<file path="src/rtl/riscv_pkg.sv">
// rtl/riscv_pkg.sv - shared types and widths for the execute stage
// Purpose: ALU opcode enum, datapath widths and the payload struct held by the
//          EX/MEM skid buffer.
package riscv_pkg;

   localparam int XLEN       = 32;
   localparam int REG_ADDR_W = 5;

   typedef enum logic [2:0] {
      ALU_ADD = 3'b000,
      ALU_SUB = 3'b001,
      ALU_AND = 3'b010,
      ALU_OR  = 3'b011,
      ALU_XOR = 3'b100,
      ALU_SLL = 3'b101,
      ALU_SRL = 3'b110,
      ALU_SLT = 3'b111
   } alu_op_e;

   typedef struct packed {
      logic [XLEN-1:0]       result;
      logic [XLEN-1:0]       store_data;
      logic                  reg_write;
      logic [REG_ADDR_W-1:0] rd_address;
      logic                  data_mem_write;
      logic [1:0]            wb_select;
   } ex_payload_t;

endpackage

</file>
<file path="src/rtl/alu_core.sv">
// rtl/alu_core.sv - combinational integer ALU
// Purpose: computes one ALU operation on two operands.
// Ports:
//   op     in   alu_op_e   operation select
//   a      in   XLEN       operand A
//   b      in   XLEN       operand B (b[4:0] is the shift amount)
//   result out  XLEN       operation result
module alu_core
   import riscv_pkg::*;
(
   input  alu_op_e         op,
   input  logic [XLEN-1:0] a,
   input  logic [XLEN-1:0] b,
   output logic [XLEN-1:0] result
);

   logic [4:0] shamt;
   logic       less_signed;

   assign shamt       = b[4:0];
   assign less_signed = ($signed(a) < $signed(b));

   always_comb begin
      result = '0;
      case (op)
         ALU_ADD: result = a + b;
         ALU_SUB: result = a - b;
         ALU_AND: result = a & b;
         ALU_OR:  result = a | b;
         ALU_XOR: result = a ^ b;
         ALU_SLL: result = a << shamt;
         ALU_SRL: result = a >> shamt;
         ALU_SLT: result = {{(XLEN-1){1'b0}}, less_signed};
         default: result = '0;
      endcase
   end

endmodule

</file>
<file path="src/rtl/ex_stage_buffer.sv">
// rtl/ex_stage_buffer.sv - execute stage with 2-entry skid buffer toward MEM
// Purpose: computes the ALU result when an ID/EX payload is accepted and holds it,
//          with the control fields, in a main/skid register pair so MEM backpressure
//          never creates a combinational ready path back to decode.
// Ports:
//   clk, reset (sync, active-high), flush (drop all entries)
//   in_valid / in_ready (registered)       upstream handshake
//   alu_input1, alu_input2, alu_control    ALU operands and op
//   data_memory_store, reg_write, rd_address, data_mem_write,
//   alu_or_load_or_pc_plus_four            control/data passed through
//   out_valid / out_ready                  downstream handshake
//   alu_result_out, data_memory_store_out, reg_write_out, rd_address_out,
//   data_mem_write_out, alu_or_load_or_pc_plus_four_out   main entry fields
module ex_stage_buffer
   import riscv_pkg::*;
(
   input  logic                  clk,
   input  logic                  reset,
   input  logic                  flush,
   input  logic                  in_valid,
   output logic                  in_ready,
   input  logic [XLEN-1:0]       alu_input1,
   input  logic [XLEN-1:0]       alu_input2,
   input  logic [XLEN-1:0]       data_memory_store,
   input  logic [2:0]            alu_control,
   input  logic                  reg_write,
   input  logic [REG_ADDR_W-1:0] rd_address,
   input  logic                  data_mem_write,
   input  logic [1:0]            alu_or_load_or_pc_plus_four,
   output logic                  out_valid,
   input  logic                  out_ready,
   output logic [XLEN-1:0]       alu_result_out,
   output logic [XLEN-1:0]       data_memory_store_out,
   output logic                  reg_write_out,
   output logic [REG_ADDR_W-1:0] rd_address_out,
   output logic                  data_mem_write_out,
   output logic [1:0]            alu_or_load_or_pc_plus_four_out
);

   localparam logic [1:0] ST_EMPTY = 2'd0;
   localparam logic [1:0] ST_ONE   = 2'd1;
   localparam logic [1:0] ST_TWO   = 2'd2;

   logic [1:0]      state;
   logic [1:0]      state_next;
   ex_payload_t     main_q;
   ex_payload_t     skid_q;
   ex_payload_t     new_payload;
   logic [XLEN-1:0] alu_result;
   logic            in_fire;
   logic            out_fire;

   alu_core u_alu (
      .op     (alu_op_e'(alu_control)),
      .a      (alu_input1),
      .b      (alu_input2),
      .result (alu_result)
   );

   assign new_payload = '{
      result:         alu_result,
      store_data:     data_memory_store,
      reg_write:      reg_write,
      rd_address:     rd_address,
      data_mem_write: data_mem_write,
      wb_select:      alu_or_load_or_pc_plus_four
   };

   assign out_valid = (state != ST_EMPTY);
   assign in_fire   = in_valid & in_ready;
   assign out_fire  = out_valid & out_ready;

   always_comb begin
      state_next = state;
      case (state)
         ST_EMPTY: if (in_fire) state_next = ST_ONE;
         ST_ONE: begin
            if (in_fire && !out_fire)      state_next = ST_TWO;
            else if (!in_fire && out_fire) state_next = ST_EMPTY;
         end
         ST_TWO:   if (out_fire) state_next = ST_ONE;
         default:  state_next = ST_EMPTY;
      endcase
      if (flush) state_next = ST_EMPTY;
   end

   always_ff @(posedge clk) begin
      if (reset) begin
         state    <= ST_EMPTY;
         in_ready <= 1'b0;
         main_q   <= '0;
         skid_q   <= '0;
      end else begin
         state    <= state_next;
         // Ready is a pure function of the next occupancy, so it never
         // depends combinationally on out_ready.
         in_ready <= (state_next != ST_TWO);
         if (!flush) begin
            case (state)
               ST_EMPTY: if (in_fire) main_q <= new_payload;
               ST_ONE: begin
                  if (in_fire && out_fire) main_q <= new_payload;
                  else if (in_fire)        skid_q <= new_payload;
               end
               ST_TWO:   if (out_fire) main_q <= skid_q;
               default: ;
            endcase
         end
      end
   end

   assign alu_result_out                  = main_q.result;
   assign data_memory_store_out           = main_q.store_data;
   assign rd_address_out                  = main_q.rd_address;
   assign alu_or_load_or_pc_plus_four_out = main_q.wb_select;
   // Stale entries stay in main_q; gate the write enables so MEM never sees them.
   assign reg_write_out                   = main_q.reg_write & out_valid;
   assign data_mem_write_out              = main_q.data_mem_write & out_valid;

endmodule

</file>
<file path="config.mk">
export PLATFORM = sky130hd
export DESIGN_NAME = ex_stage_buffer
export DESIGN_NICKNAME = d
export VERILOG_FILES = /design/src/rtl/riscv_pkg.sv /design/src/rtl/alu_core.sv /design/src/rtl/ex_stage_buffer.sv
export SDC_FILE = /design/constraint.sdc
export NUM_CORES = 1
export LEC_CHECK = 0
export CORE_ASPECT_RATIO = 1.5
export CORE_MARGIN = 4
export CORE_UTILIZATION = 52
export DETAILED_ROUTE_END_ITERATION = 10
export HOLD_SLACK_MARGIN = 0.08
export PLACE_DENSITY = 0.79
export RECOVER_POWER = 25
export SYNTH_ARGS = -nofsm -noshare
export SYNTH_HDL_FRONTEND = slang
export SYNTH_SLANG_ARGS = --single-unit
export TNS_END_PERCENT = 1
</file>
<file path="constraint.sdc">
create_clock -name clk -period 4.2 [get_ports clk]
set_input_delay 0.84 -clock clk [delete_from_list [all_inputs] [get_ports clk]]
set_output_delay 0.84 -clock clk [all_outputs]
set_load 0.005 [all_outputs]
</file>
# After elaboration in Yosys (flattened, before gate mapping)
# Index checks and enable logic that the tools add are counted.
[word_totals] register_bits=149 inputBits=113 out_inout_bits=75
[classes] n_addsub=2 magnitude_cmp=1 n_eq_ne=13 n_shift=2 n_mux=11 n_bitwise=9 reduce_logical=11
[ops] op="$pmux 32 s8" count=1
[ops] op="$mux 73" count=3
[ops] op="$pmux 73 s3" count=1
[ops] op="$add 32x32->32" count=1
[ops] op="$and 32x32->32" count=1
[ops] op="$lt 32x32->1" count=1
[ops] op="$or 32x32->32" count=1
[ops] op="$shl 32x5->32" count=1
[ops] op="$shr 32x5->32" count=1
[ops] op="$sub 32x32->32" count=1
[ops] op="$xor 32x32->32" count=1
[ops] op="$eq 3x3->1 const B" count=4
[ops] op="$mux 2" count=5
[ops] op="$ne 2x2->1 const B" count=4
[ops] op="$eq 3x2->1 const B" count=2
[ops] op="$pmux 2 s3" count=1
[ops] op="$reduce_and 5->1" count=1
[ops] op="$and 1x1->1" count=4
[ops] op="$reduce_and 4->1" count=1
[ops] op="$eq 3x1->1 const B" count=1
[ops] op="$logic_and 1x1->1" count=3
[ops] op="$logic_not 3->1" count=1
[ops] op="$reduce_bool 3->1" count=1
[ops] op="$eq 2x1->1 const B" count=1
[ops] op="5 further kinds" count=7

# Logic depth before layout (Yosys ltp)
[logic_depth] depth_word=8 mapped_depth=17 ltp_nobuf=14

# By module
# Synthesis repeated with hierarchy kept, for this count alone.
[hier_totals] cells_unflattened=1962 area_unflattened_um2=14697.8
[by_module_without_submodules] mod="alu_core" n_inst=1 cells_per_inst=1226 area_per_inst_um2=8050.2
[by_module_without_submodules] mod="ex_stage_buffer" n_inst=1 cells_per_inst=736 area_per_inst_um2=6647.6

# Least setup slack after synthesis
# Ideal clock, no wire load.
[synth_path] path_type="input port to flip-flop" from="in alu_input2[2]" to="reg main_q (netlist bit alu_result_out[24])" setup_ns=0.074 arrival_time_ns=4.287 t_required_ns=4.126 path_slack_ns=-0.162 path_stages=17 path_buffers=4 cell_sequence="buf_2 -> inv_2 -> buf_1 -> clkbuf_1 -> ha_1 -> buf_4 -> nor2b_1 -> o2111ai_1 -> a31oi_2 -> o2111ai_1 -> a311o_1 -> a2111oi_1 -> o32ai_2 -> xnor2_1 -> o2111ai_1 -> nand2_1 -> a31oi_1"
[synth_between] elab_chain_cells=4 word_cells_on_any_way=8 classes_between="2 x add/sub; 2 x shift; 4 x mux"
[synth_rtl] element="start, declared" line_no="ex_stage_buffer.sv:23" text="input logic [XLEN-1:0] alu_input2,"
[synth_rtl] element="$sub 32x32->32 (tied with other cells)" line_no="alu_core.sv:27" text="ALU_SUB: result = a - b;"
[synth_rtl] element="$pmux 32 s8 *" line_no="alu_core.sv:25" text="case (op)"
[synth_rtl] element="$mux 73 (on tied branches)" line_no="ex_stage_buffer.sv:102, ex_stage_buffer.sv:100"
[synth_rtl] element="$pmux 73 s3 *" line_no="ex_stage_buffer.sv:99" text="case (state)"
[synth_rtl] element="end signal, assigned" line_no="ex_stage_buffer.sv:100" text="ST_EMPTY: if (in_fire) main_q <= new_payload;"
[synth_rtl] element="end signal, assigned" line_no="ex_stage_buffer.sv:102" text="if (in_fire && out_fire) main_q <= new_payload;"
[synth_rtl] element="end signal, assigned" line_no="ex_stage_buffer.sv:105" text="ST_TWO: if (out_fire) main_q <= skid_q;"
[synth_rtl] element="end, declared" line_no="ex_stage_buffer.sv:46" text="ex_payload_t main_q;"
# Every way passes the cells marked *; elsewhere a longest branch is shown, timed or not. The select of a mux whose other input is x is not followed.
# A chain may end at the register's enable or synchronous reset.

# Worst setup path in the final report
[layout_path] from="in alu_input1[13]" to="reg main_q (netlist bit alu_result_out[29])"
[layout_between] elab_chain_cells=4 word_cells_on_any_way=8 classes_between="2 x add/sub; 2 x shift; 4 x mux"
[layout_rtl] element="start, declared" line_no="ex_stage_buffer.sv:22" text="input logic [XLEN-1:0] alu_input1,"
[layout_rtl] element="$sub 32x32->32 (tied with other cells)" line_no="alu_core.sv:27"
[layout_rtl] element="$pmux 32 s8 *" line_no="alu_core.sv:25"
[layout_rtl] element="$mux 73 (on tied branches)" line_no="ex_stage_buffer.sv:102, ex_stage_buffer.sv:100"
[layout_rtl] element="$pmux 73 s3 *" line_no="ex_stage_buffer.sv:99"
# Marked as above.

==> impl_metrics.json <==
{
  "yosysSeqAreaShare_pct": 20.4,
  "synthTopCellsByArea": "dfxtp_1 (20%), ha_1 (8.3%), nand2_1 (6.9%)",
  "die_h_um": 213,
  "synth_xor_area_share_pct": 1.50,
  "worstHoldPathCells": 2,
  "pre_cts_ws_ns": -0.290,
  "cts_tree": "built",
  "root_buffer": "clkbuf_16",
  "finalWorstSetupSlack_ns": 0.145,
  "num_antenna_cells": 0,
  "dr_wl_met3_um": 5860,
  "path_clk_slew_ns": 0.06,
  "port_buffers": 187,
  "synth_fa_ha_area_share_pct": 8.65,
  "fin_crit_sh_pct": 96.5,
  "synth_top_cell_area_share_pct": 20.4,
  "hp-start": "skid_q[15]",
  "cp.required_ns": 4.57,
  "cp-start-kind": "input port",
  "cts_hold_buf": 0,
  "grt_pass1_wl_um": 96700,
  "routedLengthMet1_um": 21400,
  "finalCriticalPeriod_ns": 4.05,
  "ir_drop_uv": 205,
  "avgRoutedWirePerCell_um": 25.3,
  "synthSimpleGateAreaFrac_pct": 19.5,
  "synth-seq-cells": 149,
  "hold_viol": 0,
  "maxSlewViolCount": 0,
  "routed_wl_um": 65400,
  "ios": 188,
  "hold_path_end": "skid_q[15]",
  "final_core_util_pct": 66.2,
  "grt_use_total_pct": 41.2,
  "synth.avg_cell_area_um2": 7.20,
  "end_kind": "register",
  "fmax_mhz": 247,
  "r2r-start": "state[0]",
  "highest-signal-layer": "met5",
  "whs_ns": 0.458,
  "synth_top_family_by_area": "compound AO/OA/AOI/OAI gates",
  "worst_slew_pin_slew_ns": 1.09,
  "fp.dieArea_mm2": 0.0309,
  "power_density_mw_per_mm2": 279,
  "wl_met2_um": 31300,
  "p_leak_nw": 7.59,
  "rsz0062_at_grt": "true",
  "syn_area_mm2": 0.0146,
  "finalSetupTns_ns": 0,
  "yosysWarningCount": 0,
  "grt_pass1_vias": 16674,
  "coreArea_mm2": 0.0275,
  "fp.dieW_um": 145,
  "synth-async-reset-ratio_pct": 0,
  "synth_edf_count": 0,
  "drtAntennaViolNets": 0,
  "path_class": "in -> reg",
  "area_growth_pct": 24.7,
  "cts_sinks": 149,
  "grt_overflow": 0,
  "drc": 0,
  "setup_viol": 0,
  "gp_congestion": 1.10,
  "nets": 2456,
  "r2r_setup_slack_ns": 1.91,
  "r2r.worst_path.cells": 5,
  "numCtsBuffers": 25,
  "worstSkewPairLatency_ns": 0.47,
  "synth-compound-area-share_pct": 28.5,
  "antenna_found_initial": 1,
  "fin_worst_skew_ns": 0.0181,
  "slew-limit-headroom_pct": 26.5,
  "vias": 16972,
  "synth_top_cell_by_area": "dfxtp_1",
  "htree_levels": 4,
  "synth-main-ff-cell": "dfxtp_1",
  "clk_path_buf_depth": 3,
  "dr.pass1.iters": 6,
  "r2r-end": "data_memory_store_out[29]",
  "arrival_ns": 4.43,
  "yosysUniqueCellTypes": 81,
  "grt_max_degree": 74,
  "synth_mux_area_share_pct": 10.5,
  "initial_utilization_pct": 53.1,
  "synth_cells": 2029,
  "dp_hpwl_um": 50100,
  "num_rows": 74,
  "synth_nets": 2241,
  "crit_fanout": 7,
  "cap_violations": 0,
  "via_per_inst": 6.55,
  "first_iter_violations": 1598,
  "hp-class": "reg -> reg",
  "status": "complete, no violations",
  "drive_gt1_share_pct": 16.4
}
[critical path, stage by stage]
cell	delay, ns
clkdlybuf4s50_1	0.66
inv_1	0.08
ha_1	0.40
and3_1	0.25
and3_1	0.23
and2_1	0.21
a311oi_1	0.35
buf_4	0.17
buf_4	0.12
o41ai_1	0.07
buf_4	0.16
o211ai_1	0.21
nand2_1	0.08
o31ai_1	0.27
nor2_1	0.07
o31ai_1	0.24
[cell usage after synthesis (4+ instances only)]
cell type / n
a211o_1: 6
a211oi_1: 54
a21boi_0: 7
a21o_1: 9
a21oi_1: 201
a221o_1: 4
a221oi_1: 6
a22oi_1: 30
a311oi_1: 46
a31oi_1: 21
and2_1: 7
and3_1: 11
buf_1: 16
buf_2: 18
buf_4: 80
clkbuf_1: 121
dfxtp_1: 149
ha_1: 97
inv_1: 98
mux2_2: 15
mux2i_1: 56
mux4_2: 36
nand2_1: 270
nand2b_1: 8
nand3_1: 31
nand4_1: 5
nor2_1: 265
nor2b_1: 11
nor3_1: 33
nor4_1: 7
o2111ai_1: 9
o211ai_1: 14
o21a_1: 7
o21ai_0: 106
o21bai_1: 9
o221ai_1: 14
o22ai_1: 37
o31ai_1: 19
or2_2: 9
or3_1: 7
xnor2_1: 20
xor2_1: 5
[state kept, by name, indices dropped and copies added, names as in the netlist]
register                         flops
rd_address_out                       5
skid_q                              73
in_ready                             1
alu_result_out                      32
data_memory_store_out               32
main_q                               2
alu_or_load_or_pc_plus_four_out      2
state                                2
[layer usage]
metal / track usage [%] / vias to the layer above
met5: 0 / -
met1: 43.3 / 7897
met3: 6.99 / 327
met2: 70.2 / 1134
met4: 34.6 / 2
li1: - / 7612
[layout by cell type, fill, tap and decap left out, types with 37 or more instances in the layout]
cell             netlist  layout
a211oi_1              54      52
a311oi_1              46      46
ha_1                  97      97
nand2_1              270     268
dlygate4sd3_1          0      53
mux2i_1               56      56
dfxtp_1              149     149
inv_1                 98      98
o22ai_1               37      37
o21ai_0              106     105
nor2_1               265     264
a21oi_1              201     201
buf_4                 80     236
clkdlybuf4s50_1        0     128
[cell type report]
cell class | count | area [um^2]
Tap cell | 342 | 428
Clock inverter | 4 | 20.0
Inverter | 99 | 372
Clock buffer | 28 | 657
Multi-Input combinational cell | 1545 | 10100
Sequential cell | 149 | 2980
Fill cell | 2346 | 9300
Timing Repair Buffer | 424 | 3660
[kinds of logic (layout without fill, tap and decap cells)]
kind of cell / count (synthesis) / in the layout
and+or+nand+nor: 678 / 678
AOI/OAI and AO/OA: 635 / 635
buffers and inverters: 335 / 555
DFF: 149 / 149
muxes: 107 / 107
adders and majority gates: 100 / 100
xor gates and xnor gates: 25 / 25
[where the power goes]
group | switching (mW) | total (mW) | internal (mW)
Clock | 0.605 | 1.70 | 1.09
Combinational | 1.11 | 1.91 | 0.796
Sequential | 0.0213 | 1.47 | 1.45
Total | 1.74 | 5.08 | 3.34
[per-stage QoR]
stage          instances  area, um^2  total power [mW]
2_1_floorplan       2029       14600              2.50
3_3_place_gp        2559       17500              3.33
3_5_place_dp        2559       17500              3.34
4_1_cts             2591       18200              5.03
5_1_grt             2591       18200              5.26
6_report            2591       18200              5.08
[how the worst max path moves through the flow]
stage          slack, ns                  to      startpoint
2_1_floorplan       0.04  alu_result_out[24]   alu_input2[1]
5_1_grt            -0.01  alu_result_out[29]   alu_input1[8]
6_report            0.15  alu_result_out[29]  alu_input1[13]
4_1_cts             0.17  alu_result_out[29]  alu_input1[13]
3_5_place_dp       -0.29  alu_result_out[29]  alu_input1[13]
3_3_place_gp       -0.26  alu_result_out[29]  alu_input1[13]
[what timing repair did]
action                     CTS  global route
gates resized for setup      0             4
buffers inserted             0             0
setup endpoints to repair    0             8
No activity file was read; power rests on OpenSTA's default activity.
